==> src/rtl/uart_pkg.sv <==
// uart_pkg: shared constants and types for the configurable UART transmitter.
//   - baud divisors for a 50 MHz clock and the baud_sel -> divisor lookup
//   - parity_mode encoding
//   - transmitter FSM state enum
package uart_pkg;

   // Each bit lasts DIV+1 clocks.
   localparam int unsigned Div9600   = 5208;
   localparam int unsigned Div19200  = 2603;
   localparam int unsigned Div38400  = 1301;
   localparam int unsigned Div57600  = 867;
   localparam int unsigned Div115200 = 434;
   localparam int unsigned Div256000 = 195;

   typedef enum logic [1:0] {
      ParNone = 2'b00,
      ParEven = 2'b01,
      ParOdd  = 2'b10,
      ParRsvd = 2'b11
   } parity_e;

   typedef enum logic [2:0] {
      StIdle,
      StStart,
      StData,
      StParity,
      StStop
   } state_e;

   // Unused selector codes fall back to the slowest rate.
   function automatic int unsigned baud_div(input logic [2:0] sel);
      int unsigned div;
      case (sel)
         3'd0:    div = Div9600;
         3'd1:    div = Div19200;
         3'd2:    div = Div38400;
         3'd3:    div = Div57600;
         3'd4:    div = Div115200;
         3'd5:    div = Div256000;
         default: div = Div9600;
      endcase
      return div;
   endfunction

endpackage

==> src/rtl/uart_tx_fifo.sv <==
// uart_tx_fifo: synchronous FIFO holding transmit payloads.
//   clk, rst : clock, synchronous active-high reset (flushes contents)
//   push     : write wdata (ignored when full)
//   pop      : drop the head entry (ignored when empty)
//   rdata    : head entry, valid while !empty
//   full, empty, count : occupancy status
module uart_tx_fifo
   import uart_pkg::*;
#(
   parameter int unsigned FIFO_DEPTH = 4,
   parameter int unsigned MAX_BITS   = 9,
   localparam int unsigned AW        = $clog2(FIFO_DEPTH)
) (
   input  logic                clk,
   input  logic                rst,
   input  logic                push,
   input  logic                pop,
   input  logic [MAX_BITS-1:0] wdata,
   output logic [MAX_BITS-1:0] rdata,
   output logic                full,
   output logic                empty,
   output logic [AW:0]         count
);

   localparam logic [AW:0] DepthCnt = (AW + 1)'(FIFO_DEPTH);

   logic [MAX_BITS-1:0] mem_q [FIFO_DEPTH];
   logic [AW-1:0]       wr_ptr_q, rd_ptr_q;
   logic [AW:0]         count_q;
   logic                do_push, do_pop;

   assign full    = (count_q == DepthCnt);
   assign empty   = (count_q == '0);
   assign count   = count_q;
   assign rdata   = mem_q[rd_ptr_q];
   assign do_push = push && !full;
   assign do_pop  = pop && !empty;

   always_ff @(posedge clk) begin
      if (do_push) begin
         mem_q[wr_ptr_q] <= wdata;
      end
   end

   // Pointers wrap naturally because the depth is a power of two.
   always_ff @(posedge clk) begin
      if (rst) begin
         wr_ptr_q <= '0;
         rd_ptr_q <= '0;
         count_q  <= '0;
      end else begin
         if (do_push) wr_ptr_q <= wr_ptr_q + 1'b1;
         if (do_pop)  rd_ptr_q <= rd_ptr_q + 1'b1;
         case ({do_push, do_pop})
            2'b10:   count_q <= count_q + 1'b1;
            2'b01:   count_q <= count_q - 1'b1;
            default: count_q <= count_q;
         endcase
      end
   end

endmodule

==> src/rtl/uart_tx_cfg.sv <==
// uart_tx_cfg: configurable UART transmitter with input FIFO.
//   clk, rst     : 50 MHz clock, synchronous active-high reset
//   baud_sel     : rate select (divisor table in uart_pkg)
//   data_len     : data bits per frame, clamped to 5..MAX_BITS
//   parity_mode  : none / even / odd (reserved = none)
//   stop2        : two stop bits when set
//   tx_data, tx_valid, tx_ready : payload push handshake (tx_ready = not full)
//   busy         : frame on the line or payload queued
//   fifo_count   : FIFO occupancy
//   rs_tx        : serial output, idle high
// Configuration is sampled when a payload is popped, so changes apply per frame.
module uart_tx_cfg
   import uart_pkg::*;
#(
   parameter int unsigned MAX_BITS   = 9,
   parameter int unsigned FIFO_DEPTH = 4,
   parameter int unsigned DIV_W      = 13,
   localparam int unsigned CW        = $clog2(FIFO_DEPTH) + 1
) (
   input  logic                clk,
   input  logic                rst,
   input  logic [2:0]          baud_sel,
   input  logic [3:0]          data_len,
   input  logic [1:0]          parity_mode,
   input  logic                stop2,
   input  logic [MAX_BITS-1:0] tx_data,
   input  logic                tx_valid,
   output logic                tx_ready,
   output logic                busy,
   output logic [CW-1:0]       fifo_count,
   output logic                rs_tx
);

   state_e              state_q, state_d;
   logic [MAX_BITS-1:0] fifo_rdata;
   logic                fifo_full, fifo_empty;
   logic                load;
   logic [DIV_W-1:0]    div_q, cnt_q;
   logic [MAX_BITS-1:0] shift_q;
   logic [3:0]          nbits_q, bit_idx_q;
   logic                par_en_q, par_bit_q, stop2_q;
   logic                rs_tx_q, rs_tx_d, active_q;
   logic                bit_done, last_data, last_stop;
   logic [3:0]          len_clamped;
   logic                par_calc;
   parity_e             pm;

   assign tx_ready   = !fifo_full && !rst;
   assign rs_tx      = rs_tx_q;
   // active_q covers the final registered stop cycle after the FSM has gone idle.
   assign busy       = !fifo_empty || (state_q != StIdle) || active_q;
   assign pm         = parity_e'(parity_mode);
   assign bit_done   = (cnt_q == div_q);
   assign last_data  = (bit_idx_q == nbits_q - 4'd1);
   assign last_stop  = (bit_idx_q == {3'b000, stop2_q});

   uart_tx_fifo #(
      .FIFO_DEPTH (FIFO_DEPTH),
      .MAX_BITS   (MAX_BITS)
   ) u_fifo (
      .clk   (clk),
      .rst   (rst),
      .push  (tx_valid && tx_ready),
      .pop   (load),
      .wdata (tx_data),
      .rdata (fifo_rdata),
      .full  (fifo_full),
      .empty (fifo_empty),
      .count (fifo_count)
   );

   // Frame configuration derived from the live inputs, captured on load.
   always_comb begin
      if (data_len < 4'd5) begin
         len_clamped = 4'd5;
      end else if (data_len > 4'(MAX_BITS)) begin
         len_clamped = 4'(MAX_BITS);
      end else begin
         len_clamped = data_len;
      end
      par_calc = 1'b0;
      for (int i = 0; i < MAX_BITS; i++) begin
         if (i < int'(len_clamped)) par_calc = par_calc ^ fifo_rdata[i];
      end
   end

   // State register; rs_tx is registered so the line lags the state by one clock.
   always_ff @(posedge clk) begin
      if (rst) begin
         state_q  <= StIdle;
         rs_tx_q  <= 1'b1;
         active_q <= 1'b0;
      end else begin
         state_q  <= state_d;
         rs_tx_q  <= rs_tx_d;
         active_q <= (state_q != StIdle);
      end
   end

   always_comb begin
      state_d = state_q;
      unique case (state_q)
         StIdle:   if (!fifo_empty) state_d = StStart;
         StStart:  if (bit_done) state_d = StData;
         StData:   if (bit_done && last_data) state_d = par_en_q ? StParity : StStop;
         StParity: if (bit_done) state_d = StStop;
         StStop:   if (bit_done && last_stop) state_d = fifo_empty ? StIdle : StStart;
         default:  state_d = StIdle;
      endcase
   end

   // load pops the FIFO; from StStop it chains frames with no idle bit.
   always_comb begin
      rs_tx_d = 1'b1;
      load    = 1'b0;
      unique case (state_q)
         StIdle:   load = !fifo_empty;
         StStart:  rs_tx_d = 1'b0;
         StData:   rs_tx_d = shift_q[0];
         StParity: rs_tx_d = par_bit_q;
         StStop:   load = bit_done && last_stop && !fifo_empty;
         default:  rs_tx_d = 1'b1;
      endcase
   end

   // Baud counter, frame registers and shift register.
   always_ff @(posedge clk) begin
      if (rst) begin
         cnt_q     <= '0;
         div_q     <= '0;
         shift_q   <= '0;
         nbits_q   <= 4'd5;
         bit_idx_q <= '0;
         par_en_q  <= 1'b0;
         par_bit_q <= 1'b0;
         stop2_q   <= 1'b0;
      end else if (load) begin
         cnt_q     <= '0;
         div_q     <= DIV_W'(baud_div(baud_sel));
         shift_q   <= fifo_rdata;
         nbits_q   <= len_clamped;
         bit_idx_q <= '0;
         par_en_q  <= (pm == ParEven) || (pm == ParOdd);
         par_bit_q <= (pm == ParOdd) ? ~par_calc : par_calc;
         stop2_q   <= stop2;
      end else if (state_q != StIdle) begin
         if (bit_done) begin
            cnt_q <= '0;
            if (state_q == StData) begin
               shift_q   <= shift_q >> 1;
               bit_idx_q <= last_data ? 4'd0 : bit_idx_q + 4'd1;
            end else if (state_q == StStop) begin
               bit_idx_q <= bit_idx_q + 4'd1;
            end
         end else begin
            cnt_q <= cnt_q + 1'b1;
         end
      end
   end

endmodule

==> config.mk <==
export PLATFORM = sky130hd
export DESIGN_NAME = uart_tx_cfg
export DESIGN_NICKNAME = d
export VERILOG_FILES = /design/src/rtl/uart_pkg.sv /design/src/rtl/uart_tx_fifo.sv /design/src/rtl/uart_tx_cfg.sv
export SDC_FILE = /design/constraint.sdc
export NUM_CORES = 1
export LEC_CHECK = 0
export CORE_UTILIZATION = 55
export CTS_CLUSTER_DIAMETER = 200
export CTS_CLUSTER_SIZE = 24
export DETAILED_ROUTE_END_ITERATION = 6
export PLACE_DENSITY = 0.83
export SLEW_MARGIN = 20
export SYNTH_ARGS = -nofsm -noshare
export SYNTH_HDL_FRONTEND = slang
export SYNTH_SLANG_ARGS = --single-unit
==> constraint.sdc <==
create_clock -name clk -period 4.05 [get_ports clk]
set_input_delay 0.81 -clock clk [delete_from_list [all_inputs] [get_ports clk]]
set_output_delay 0.81 -clock clk [all_outputs]
set_load 0.02 [all_outputs]
==> key figures, run 1 <==
Place
  • Final HPWL DP: 5.554 mm
  • Placed inst area: 4761 µm²
  • I/O Buffers: 27
  • Dpl cells: 542
  • Final GP Congestion: 0.8464

Hold path
  • WHS Path Cells: 2
  • Hold_sp: shift_q[1]$_SDFFE_PP0P_
  • Worst hold endpoint: shift_q[0]$_SDFFE_PP0P_
  • Hold Crit Class: flop to flop

Global routing
  • Vias in the first global route: 2984
  • Largest net degree at the start of global routing: 45
  • Initial antenna violation count: 0
  • GRT overflow: 0
  • First-pass GRT wire length: 13.49 mm
  • Gr usage total: 0.2024

Layout
  • Footprint of the multi-input gates: 1994 µm²
  • Design Area, Final: 4960 µm²
  • Register Area: 2282 µm²
  • Finished Layout Cells: 558
  • Fill cell total of the finished layout: 591
  • Most common cell after layout, fill and taps aside: dfxtp_1
  • # nets final: 485
  • Area Overhead vs Synth: 12.07%
  • Number of diodes: 0
  • Fraction of layout cells with a size suffix above 1: 0.07456
  • Most frequent cells in the layout: 60 x dfxtp_1, 54 x nor2_1, 52 x nand2_1, 36 x edfxtp_1, 35 x xnor2_1

Power
  • Sw Share: 0.4074
  • Switching power: 1.413 mW
  • Leak pwr: 1.714 nW
  • Sequential share of power: 0.379
  • Internal power: 2.055 mW
  • PwrDens: 699.2 nW/µm²
  • Combinational power share: 0.446
  • Clock power share: 0.176
  • Worst VDD drop: 314.2 µV
  • Pwr Total: 3.468 mW

Synthesis
  • Synth area leader: dfxtp_1
  • Synth top area cells: dfxtp_1 27%, edfxtp_1 24%, xnor2_1 6.9%, mux4_2 4.6%, nor2_1 4.6%
  • Post-synthesis instance area: 4425 µm²
  • Synthesized flop and latch total: 96
  • Syn nets: 464
  • Synth Warn #: 0
  • Syn avg cell area: 10.29 µm²
  • Synth top area share: 0.2714
  • Post-Syn Instances: 430
  • Post-synthesis sequential area ratio: 0.5157
  • Synth cell types: 44

STA
  • Fmax: 304.6 MHz
  • Setup tns final: 0 ns
  • Slew HR: 0.3130
  • Endpoints failing setup: 0
  • Clk_skew: 0.01394 ns
  • Min Tclk post-route: 3.283 ns
  • Hold Fails Final Rpt: 0
  • Final period util: 0.8106
  • Max-slew violations: 0
  • RSZ-0062 raised after global routing: false
  • Worst hold margin: 0.4705 ns
  • Slew @ Worst Pin: 1.023 ns

Clock tree
  • Clock Sinks: 96
  • # resized after CTS: 0
  • Root Buffer: clkbuf_8
  • CTS tree: built
  • Max Root-Sink Buffers: 2
  • CTS Hold Buffers Added: 0
  • Clock latency on the worst-skew pair: 0.36 ns
  • TritonCTS Buffers: 9
  • Setup Fix Bufs, Post-CTS: 0
  • H-tree depth: 3
  • Clock Pin Slew Worst Setup and Hold Paths: 0.10 ns

Die
  • Die area: 8409 µm²
  • I/O Pins: 28
  • Row cnt: 32
  • Core Area: 7767 µm²
  • Die Wd: 91.70 µm
  • Die height: 91.70 µm
  • Initial Util: 0.5697

Critical path
  • CP arrival: 3.58 ns
  • CP max FO: 10
  • Crit. End Element: flop
  • Slowest stage delay, CP: 0.71 ns
  • Crit path max-delay cell type: or4_1
  • FF-to-FF path depth: 12
  • CP startpoint kind: flop
  • WP data required: 4.34 ns
  • Worst path cell trace: xnor2_1, nand3_1, or4_1, o21ai_0, nand2_1, inv_1, ha_1, inv_1, fa_1, xor2_1, or3_1, a21oi_1
  • Most frequent CP cell: inv_1
  • WS Path Type: flop to flop
  • RR Endpoint: u_fifo.count[2]$_SDFFE_PP0P_
  • Setup slack, reg-to-reg: 0.77 ns
  • FF-to-FF Start: cnt_q[1]$_SDFFE_PP0N_

Drt
  • Routed WL: 7.954 mm
  • DRC: 0
  • Vias/cell: 5.590
  • Post-route ant nets: 0
  • DR vias: 3119
  • Iteration-0 DRC Markers: 256
  • Pre-antenna DRT Iters: 4
  • WL/cell: 14.25 µm

Run
  • Max Cap Violations: 0

Status
  • Outcome: finished clean
cells in the mapped netlist (all sizes together):
cell type	n
dfxtp	60
nor2	54
nand2	52
edfxtp	36
xnor2	35
a21oi	26
inv	15
nor3	15
clkbuf	14
xor2	14
ha	11
a311oi	10
mux4	9
nand4	8
o21ai	8
and3	7
buf	7
or3	6
a211oi	5
mux2i	4
nand3	4
nand2b	3
nor4	3
or4	3
a22oi	2
a31oi	2
nand3b	2
nand4b	2
o211ai	2
o21bai	2
a21o	1
a221oi	1
and2	1
and4	1
fa	1
o221a	1
o22a	1
o31a	1
o31ai	1
layer usage:
metal / vias to the layer above / routed length [µm] / share of wire / track usage
met5: - / 0 / 0 / 0
li1: 1559 / - / - / -
met4: 0 / 114 / 0.014 / 0.08073
met1: 1488 / 3627 / 0.46 / 0.2590
met3: 13 / 331 / 0.042 / 0.03483
met2: 59 / 3880 / 0.49 / 0.3421
power groups by stage:
stage,Combinational (mW),Clock (mW),Sequential [mW]
floorplan,1.25,0,1.28
global placement,1.49,0,1.33
detailed placement,1.53,0,1.34
CTS,1.54,0.624,1.31
global route,1.71,0.661,1.34
finish,1.55,0.610,1.31
final cells by class:
cell class | count | area share
clock buffer | 9 | 0.02497
clock inverter | 7 | 0.01514
inverter | 15 | 0.01135
multi-input combinational | 298 | 0.4021
sequential | 96 | 0.4601
tap | 102 | 0.02573
timing repair buffer | 31 | 0.06054
flip-flops by register name, summed over array words and instances (netlist names), named ones only:
name,cells
active_q,1
bit_idx_q,4
cnt_q,13
div_q,13
nbits_q,4
par_bit_q,1
par_en_q,1
rs_tx,1
shift_q,9
state_q,3
stop2_q,1
u_fifo.count,3
u_fifo.mem_q,36
u_fifo.rd_ptr_q,2
u_fifo.wr_ptr_q,2
cells by family after synthesis:
logic type | share of synthesized area
AO/OA/AOI/OAI | 0.09698
XOR/XNOR | 0.09697
adder cells (fa/ha/maj) | 0.03562
buffers and inverters | 0.03364
flip-flops | 0.5157
multiplexers | 0.05485
AND/OR/NAND/NOR | 0.1662
stage by stage:
step	util	setup WS (ns)
after floorplan	-	0.8146
after global placement	0.6129	0.9719
after detailed placement	0.6129	0.7951
after CTS	0.6385	0.7704
after global routing	0.6385	0.5785
final	0.6385	0.7670
worst max path at each step:
stage	cells after the start	start	slack, ns	to
floorplan	14	cnt_q[8]$_SDFFE_PP0N_	0.81	u_fifo.count[2]$_SDFFE_PP0P_
detailed placement	12	cnt_q[1]$_SDFFE_PP0N_	0.80	u_fifo.count[2]$_SDFFE_PP0P_
global placement	12	cnt_q[8]$_SDFFE_PP0N_	0.97	u_fifo.count[2]$_SDFFE_PP0P_
CTS	12	cnt_q[8]$_SDFFE_PP0N_	0.77	u_fifo.count[2]$_SDFFE_PP0P_
finish	12	cnt_q[1]$_SDFFE_PP0N_	0.77	u_fifo.count[2]$_SDFFE_PP0P_
global route	12	cnt_q[8]$_SDFFE_PP0N_	0.58	u_fifo.count[2]$_SDFFE_PP0P_
worst max-delay path, delay by kind of cell (launching register included):
kind,cells,cell delay [ns]
AOI/OAI and AO/OA,2,0.46
xor gates and xnor gates,2,0.32
adders and majority gates,2,0.56
buffers and inverters,2,0.17
DFF,1,0.44
and+or+nand+nor,4,1.26
No activity file was read; power rests on OpenSTA's default activity.
==> run 2: changes to the inputs <==
--- a/config.mk
+++ b/config.mk
@@ -5,7 +5,7 @@
 export SDC_FILE = /design/constraint.sdc
 export NUM_CORES = 1
 export LEC_CHECK = 0
-export CORE_UTILIZATION = 55
+export CORE_UTILIZATION = 53
 export CTS_CLUSTER_DIAMETER = 200
 export CTS_CLUSTER_SIZE = 24
 export DETAILED_ROUTE_END_ITERATION = 6
==> constraint.sdc (replaced) <==
create_clock -name clk -period 3 [get_ports clk]
set_input_delay 0.6 -clock clk [delete_from_list [all_inputs] [get_ports clk]]
set_output_delay 0.6 -clock clk [all_outputs]
set_load 0.02 [all_outputs]
==> run 2 against run 1 <==
Hold slack better by 0.0065 ns. Die area rose by 3.7%. Critical path depth unchanged. Routed wire length rose by 6.6%. Maximum frequency is 15% higher. Clock-buffer cell count unchanged. Worst setup slack got worse by 0.62 ns. Via count is 1.9% higher. Critical path type unchanged. Largest power group unchanged.
==> key figures, run 2 (synthesized netlist as in run 1, its figures left out) <==
STA
  • Slew @ Worst Pin: 0.8261 ns
  • Hold Fails Final Rpt: 0
  • Setup tns final: 0 ns
  • RSZ-0062 raised after global routing: false
  • Fmax: 349.9 MHz
  • Final period util: 0.9525
  • Slew HR: 0.4434
  • Min Tclk post-route: 2.858 ns
  • Endpoints failing setup: 0
  • Max-slew violations: 0
  • Clk_skew: 0.01195 ns

Drt
  • DR vias: 3179
  • Routed WL: 8.482 mm
  • WL/cell: 15.07 µm
  • Pre-antenna DRT Iters: 4
  • Vias/cell: 5.647
  • Iteration-0 DRC Markers: 221
  • DRC: 0
  • Post-route ant nets: 0

Global routing
  • Largest net degree at the start of global routing: 45
  • GRT overflow: 0
  • Gr usage total: 0.2106
  • First-pass GRT wire length: 14.10 mm
  • Initial antenna violation count: 0
  • Vias in the first global route: 3042

Status
  • Outcome: finished clean

Clock tree
  • Clock Pin Slew Worst Setup and Hold Paths: 0.10 ns
  • Clock latency on the worst-skew pair: 0.37 ns
  • H-tree depth: 3
  • CTS tree: built
  • CTS Hold Buffers Added: 0
  • TritonCTS Buffers: 9
  • Root Buffer: clkbuf_8
  • Max Root-Sink Buffers: 2
  • Clock Sinks: 96

Critical path
  • CP max FO: 6
  • Setup slack, reg-to-reg: 0.14 ns
  • RR Endpoint: u_fifo.count[2]$_SDFFE_PP0P_
  • CP startpoint kind: flop
  • FF-to-FF path depth: 12
  • FF-to-FF Start: cnt_q[8]$_SDFFE_PP0N_
  • Crit. End Element: flop
  • WS Path Type: flop to flop
  • CP arrival: 3.16 ns
  • WP data required: 3.31 ns

Layout
  • # nets final: 490
  • Design Area, Final: 5039 µm²
  • Number of diodes: 0
  • Register Area: 2292 µm²
  • Post-layout util: 0.6388
  • Area Overhead vs Synth: 13.85%
  • Largest regs: u_fifo.mem_q: 36 flops, cnt_q: 13 flops, div_q: 13 flops
  • Largest register FFs: 36
  • Reg with most FFs: u_fifo.mem_q
  • Most frequent cells in the layout: 54 x nor2_1, 54 x dfxtp_1, 51 x nand2_1, 36 x edfxtp_1, 34 x xnor2_1
  • Fill cell total of the finished layout: 604
  • Fraction of layout cells with a size suffix above 1: 0.1106
  • Footprint of the multi-input gates: 2022 µm²
  • Finished Layout Cells: 563

Hold path
  • WHS Path Cells: 2
  • Worst hold endpoint: nbits_q[1]$_SDFFE_PP0P_
  • Hold Crit Class: flop to flop
  • Hold_sp: nbits_q[1]$_SDFFE_PP0P_

Place
  • Dpl cells: 547
  • I/O Buffers: 27
  • Final GP Congestion: 0.8285
  • Final HPWL DP: 6.002 mm
  • Placed inst area: 4815 µm²

Die
  • Core Area: 7888 µm²
  • Die Wd: 93.38 µm
  • Initial Util: 0.5611
  • I/O Pins: 28
  • Die area: 8720 µm²
  • Row cnt: 32
  • Die height: 93.38 µm

Power
  • Leak pwr: 1.741 nW
  • Pwr Total: 4.848 mW
  • Sw Share: 0.4008
  • PwrDens: 962.2 nW/µm²
  • Combinational power share: 0.456
  • Sequential share of power: 0.364
  • Clock power share: 0.180
  • Switching power: 1.943 mW
  • Worst VDD drop: 457.7 µV
  • Internal power: 2.905 mW

Run
  • Max Cap Violations: 0
[run 2: worst max path at each step]
stage                                     start                      endpoint  slack, ns
after floorplan           cnt_q[7]$_SDFFE_PP0N_  u_fifo.count[2]$_SDFFE_PP0P_       0.02
final                     cnt_q[8]$_SDFFE_PP0N_  u_fifo.count[2]$_SDFFE_PP0P_       0.14
after global routing      cnt_q[8]$_SDFFE_PP0N_  u_fifo.count[2]$_SDFFE_PP0P_       0.02
after CTS                 cnt_q[8]$_SDFFE_PP0N_  u_fifo.count[2]$_SDFFE_PP0P_       0.04
after global placement    cnt_q[8]$_SDFFE_PP0N_  u_fifo.count[2]$_SDFFE_PP0P_       0.22
after detailed placement  cnt_q[8]$_SDFFE_PP0N_  u_fifo.count[2]$_SDFFE_PP0P_       0.07
[run 2: routing by layer]
metal  global-route usage  up-vias  routed length [µm]
met2               0.3542       79                4238
met4              0.08205        0                 115
met3              0.03496       15                 343
li1                     -     1569                   -
met1               0.2719     1516                3785
met5                    0        -                   0
[run 2: layout make-up]
type / count / area share
Sequential cell: 96 / 0.4549
Multi-Input combinational cell: 298 / 0.4013
Timing Repair Buffer: 36 / 0.06705
Tap cell: 102 / 0.02533
Clock buffer: 9 / 0.02458
Clock inverter: 7 / 0.01564
Inverter: 15 / 0.01117
[run 2: timing repair]
action | CTS | global route
resized for setup | 0 | 4
setup buffers | 0 | 0
endpoints found under the setup margin | 0 | 3
[run 2: stage by stage]
step / setup WS [ns] / hold slack, ns
2_1_floorplan: 0.01847 / 0.4451
6_report: 0.1424 / 0.4770
3_5_place_dp: 0.07442 / 0.4647
5_1_grt: 0.02333 / 0.4951
3_3_place_gp: 0.2155 / 0.4579
4_1_cts: 0.04032 / 0.4794
[run 2: worst max-delay path: stages (launching register included)]
cell     delay, ns
dfxtp_4       0.39
xnor2_2       0.17
nand4_1       0.14
or4_4         0.54
o21ai_4       0.18
nand2_2       0.08
inv_2         0.08
ha_2          0.18
inv_1         0.05
fa_1          0.37
xor2_1        0.16
or3_1         0.31
a21oi_1       0.16
[run 2: power groups by stage]
stage / registers, mW / clock network (mW) / logic (mW)
after CTS: 1.77 / 0.887 / 2.18
after detailed placement: 1.80 / 0 / 2.17
final: 1.77 / 0.874 / 2.21
after global routing: 1.80 / 0.943 / 2.43
after global placement: 1.79 / 0 / 2.12
after floorplan: 1.73 / 0 / 1.74
==> run 3: changes to the inputs <==
--- a/config.mk
+++ b/config.mk
@@ -9,7 +9,7 @@
 export CTS_CLUSTER_DIAMETER = 200
 export CTS_CLUSTER_SIZE = 24
 export DETAILED_ROUTE_END_ITERATION = 6
-export PLACE_DENSITY = 0.83
+export PLACE_DENSITY_LB_ADDON = 0.1
 export SLEW_MARGIN = 20
 export SYNTH_ARGS = -nofsm -noshare
 export SYNTH_HDL_FRONTEND = slang
==> run 3 against run 2 <==
Clock power increased by 7.4%. Final area increased by 0.37%. Die area unchanged. Routed wire length decreased by 2.9%. Maximum frequency increased by 0.42%. Sequential share of layout area decreased by 0.22 points. Sequential cell count unchanged. Largest cell class unchanged. Largest power group unchanged.
==> key figures, run 3 (synthesized netlist as in run 1, its figures left out) <==
Layout
  • Design Area, Final: 5057 µm²
  • Reg with most FFs: u_fifo.mem_q
  • Largest register FFs: 36
  • # nets final: 492
  • Area Overhead vs Synth: 14.28%
  • Largest regs: u_fifo.mem_q: 36 flops, cnt_q: 13 flops, div_q: 13 flops
  • Fraction of layout cells with a size suffix above 1: 0.1123
  • Number of diodes: 0
  • Most frequent cells in the layout: 54 x nor2_1, 54 x dfxtp_1, 51 x nand2_1, 36 x edfxtp_1, 35 x xnor2_1

Drt
  • WL/cell: 14.58 µm
  • Post-route ant nets: 0
  • DR vias: 3081
  • Iteration-0 DRC Markers: 183
  • Routed WL: 8.235 mm
  • Pre-antenna DRT Iters: 4
  • Vias/cell: 5.453
  • DRC: 0

STA
  • Clk_skew: 0.01239 ns
  • Fmax: 351.4 MHz
  • Hold Fails Final Rpt: 0
  • Endpoints failing setup: 0
  • Final worst slack: 0.1544 ns
  • Setup tns final: 0 ns
  • Final period util: 0.9485
  • Slew HR: 0.4989
  • Min Tclk post-route: 2.846 ns
  • RSZ-0062 raised after global routing: false
  • Slew @ Worst Pin: 0.7438 ns
  • Max-slew violations: 0

Critical path
  • CP arrival: 3.12 ns
  • CP startpoint kind: flop
  • FF-to-FF path depth: 12
  • CP max FO: 5
  • Crit path from: cnt_q[9]$_SDFFE_PP0N_
  • FF-to-FF Start: cnt_q[9]$_SDFFE_PP0N_
  • WS Path Type: flop to flop
  • RR Endpoint: u_fifo.count[2]$_SDFFE_PP0P_
  • Crit. End Element: flop
  • Setup slack, reg-to-reg: 0.15 ns
  • WP data required: 3.27 ns

Clock tree
  • Root Buffer: clkbuf_8
  • H-tree depth: 3
  • Max Root-Sink Buffers: 2
  • Clock latency on the worst-skew pair: 0.35 ns
  • Clock Pin Slew Worst Setup and Hold Paths: 0.10 ns
  • TritonCTS Buffers: 9
  • CTS Hold Buffers Added: 0
  • Clock Sinks: 96
  • CTS tree: built

Power
  • Worst VDD drop: 508.9 µV
  • PwrDens: 967.3 nW/µm²
  • Leak pwr: 1.763 nW
  • Pwr Total: 4.892 mW

Run
  • Max Cap Violations: 0

Status
  • Outcome: finished clean

Die
  • Core Area: 7888 µm²
  • Row cnt: 32
  • Initial Util: 0.5611
  • I/O Pins: 28
  • Die area: 8720 µm²
  • Die Wd: 93.38 µm
  • Die height: 93.38 µm

Place
  • Placed inst area: 4822 µm²
  • Final HPWL DP: 5.732 mm
  • Place WS: 0.1161 ns
  • I/O Buffers: 27
  • Final GP Congestion: 0.8512

Hold path
  • Worst hold endpoint: div_q[12]$_SDFFE_PP0P_
  • Hold Crit Class: flop to flop
  • WHS Path Cells: 2
  • Hold_sp: div_q[12]$_SDFFE_PP0P_

Global routing
  • Gr usage total: 0.2069
  • Vias in the first global route: 2967
  • GRT overflow: 0
  • Largest net degree at the start of global routing: 45
  • First-pass GRT wire length: 14.03 mm
  • Initial antenna violation count: 0
[run 3: cell count changes in the layout (fill, tap and decap cells not counted), sizes merged]
cell | before | now
clkinv | 0 | 1
buf | 9 | 11
clkinvlp | 3 | 1
bufinv | 1 | 2
[run 3: power breakdown]
| part | switching, mW | leakage, nW | internal, mW | total (mW) |
|---|---|---|---|---|
| clock | 0.460 | 0.111 | 0.478 | 0.939 |
| combinational | 1.26 | 0.833 | 0.935 | 2.19 |
| sequential | 0.189 | 0.820 | 1.57 | 1.76 |
[run 3: worst max-delay path by stage]
stage                                               to  slack (ns)
final                     u_fifo.count[2]$_SDFFE_PP0P_        0.15
after global routing      u_fifo.count[2]$_SDFFE_PP0P_       0.006
after CTS                 u_fifo.count[2]$_SDFFE_PP0P_        0.09
after detailed placement  u_fifo.count[2]$_SDFFE_PP0P_        0.12
after global placement    u_fifo.count[2]$_SDFFE_PP0P_        0.22
after floorplan           u_fifo.count[2]$_SDFFE_PP0P_        0.02
[run 3: metal layers]
metal | routed length, µm | share of wire | up-vias | GRT usage
met5 | 0 | 0 | - | 0
met4 | 76 | 0.0092 | 0 | 0.07308
met1 | 4054 | 0.49 | 1458 | 0.2806
met2 | 3881 | 0.47 | 44 | 0.3364
met3 | 223 | 0.027 | 7 | 0.03333
li1 | - | - | 1572 | -
[run 3: layout make-up]
cell class                      instances  area, µm²
Inverter                               15      56.30
Fill cell                             644       2830
Tap cell                              102      127.6
Sequential cell                        96       2290
Multi-Input combinational cell        298       2007
Clock inverter                          7      100.1
Clock buffer                            9      123.9
Timing Repair Buffer                   38      352.8
[run 3: stage by stage]
step | hold slack, ns | util | std cells
after floorplan | 0.4451 | - | 430
after global placement | 0.4570 | 0.6114 | 548
after detailed placement | 0.4610 | 0.6114 | 548
after CTS | 0.4759 | 0.6398 | 564
after global routing | 0.4940 | 0.6412 | 565
final | 0.4708 | 0.6412 | 565
[run 3: critical path, stage by stage, from the launching register on]
cell and delay (ns):
dfxtp_2 0.36, xnor2_1 0.16, nand3_1 0.13, or4_4 0.57
o21ai_2 0.17, nand2_2 0.09, inv_2 0.08, ha_2 0.18
inv_1 0.05, fa_1 0.37, xor2_1 0.16, or3_1 0.31
a21oi_1 0.16
[run 3: what timing repair did]
action / in CTS / in global routing
endpoints found under the setup margin: 0 / 1
resized for setup: 0 / 1
buffers inserted: 0 / 1
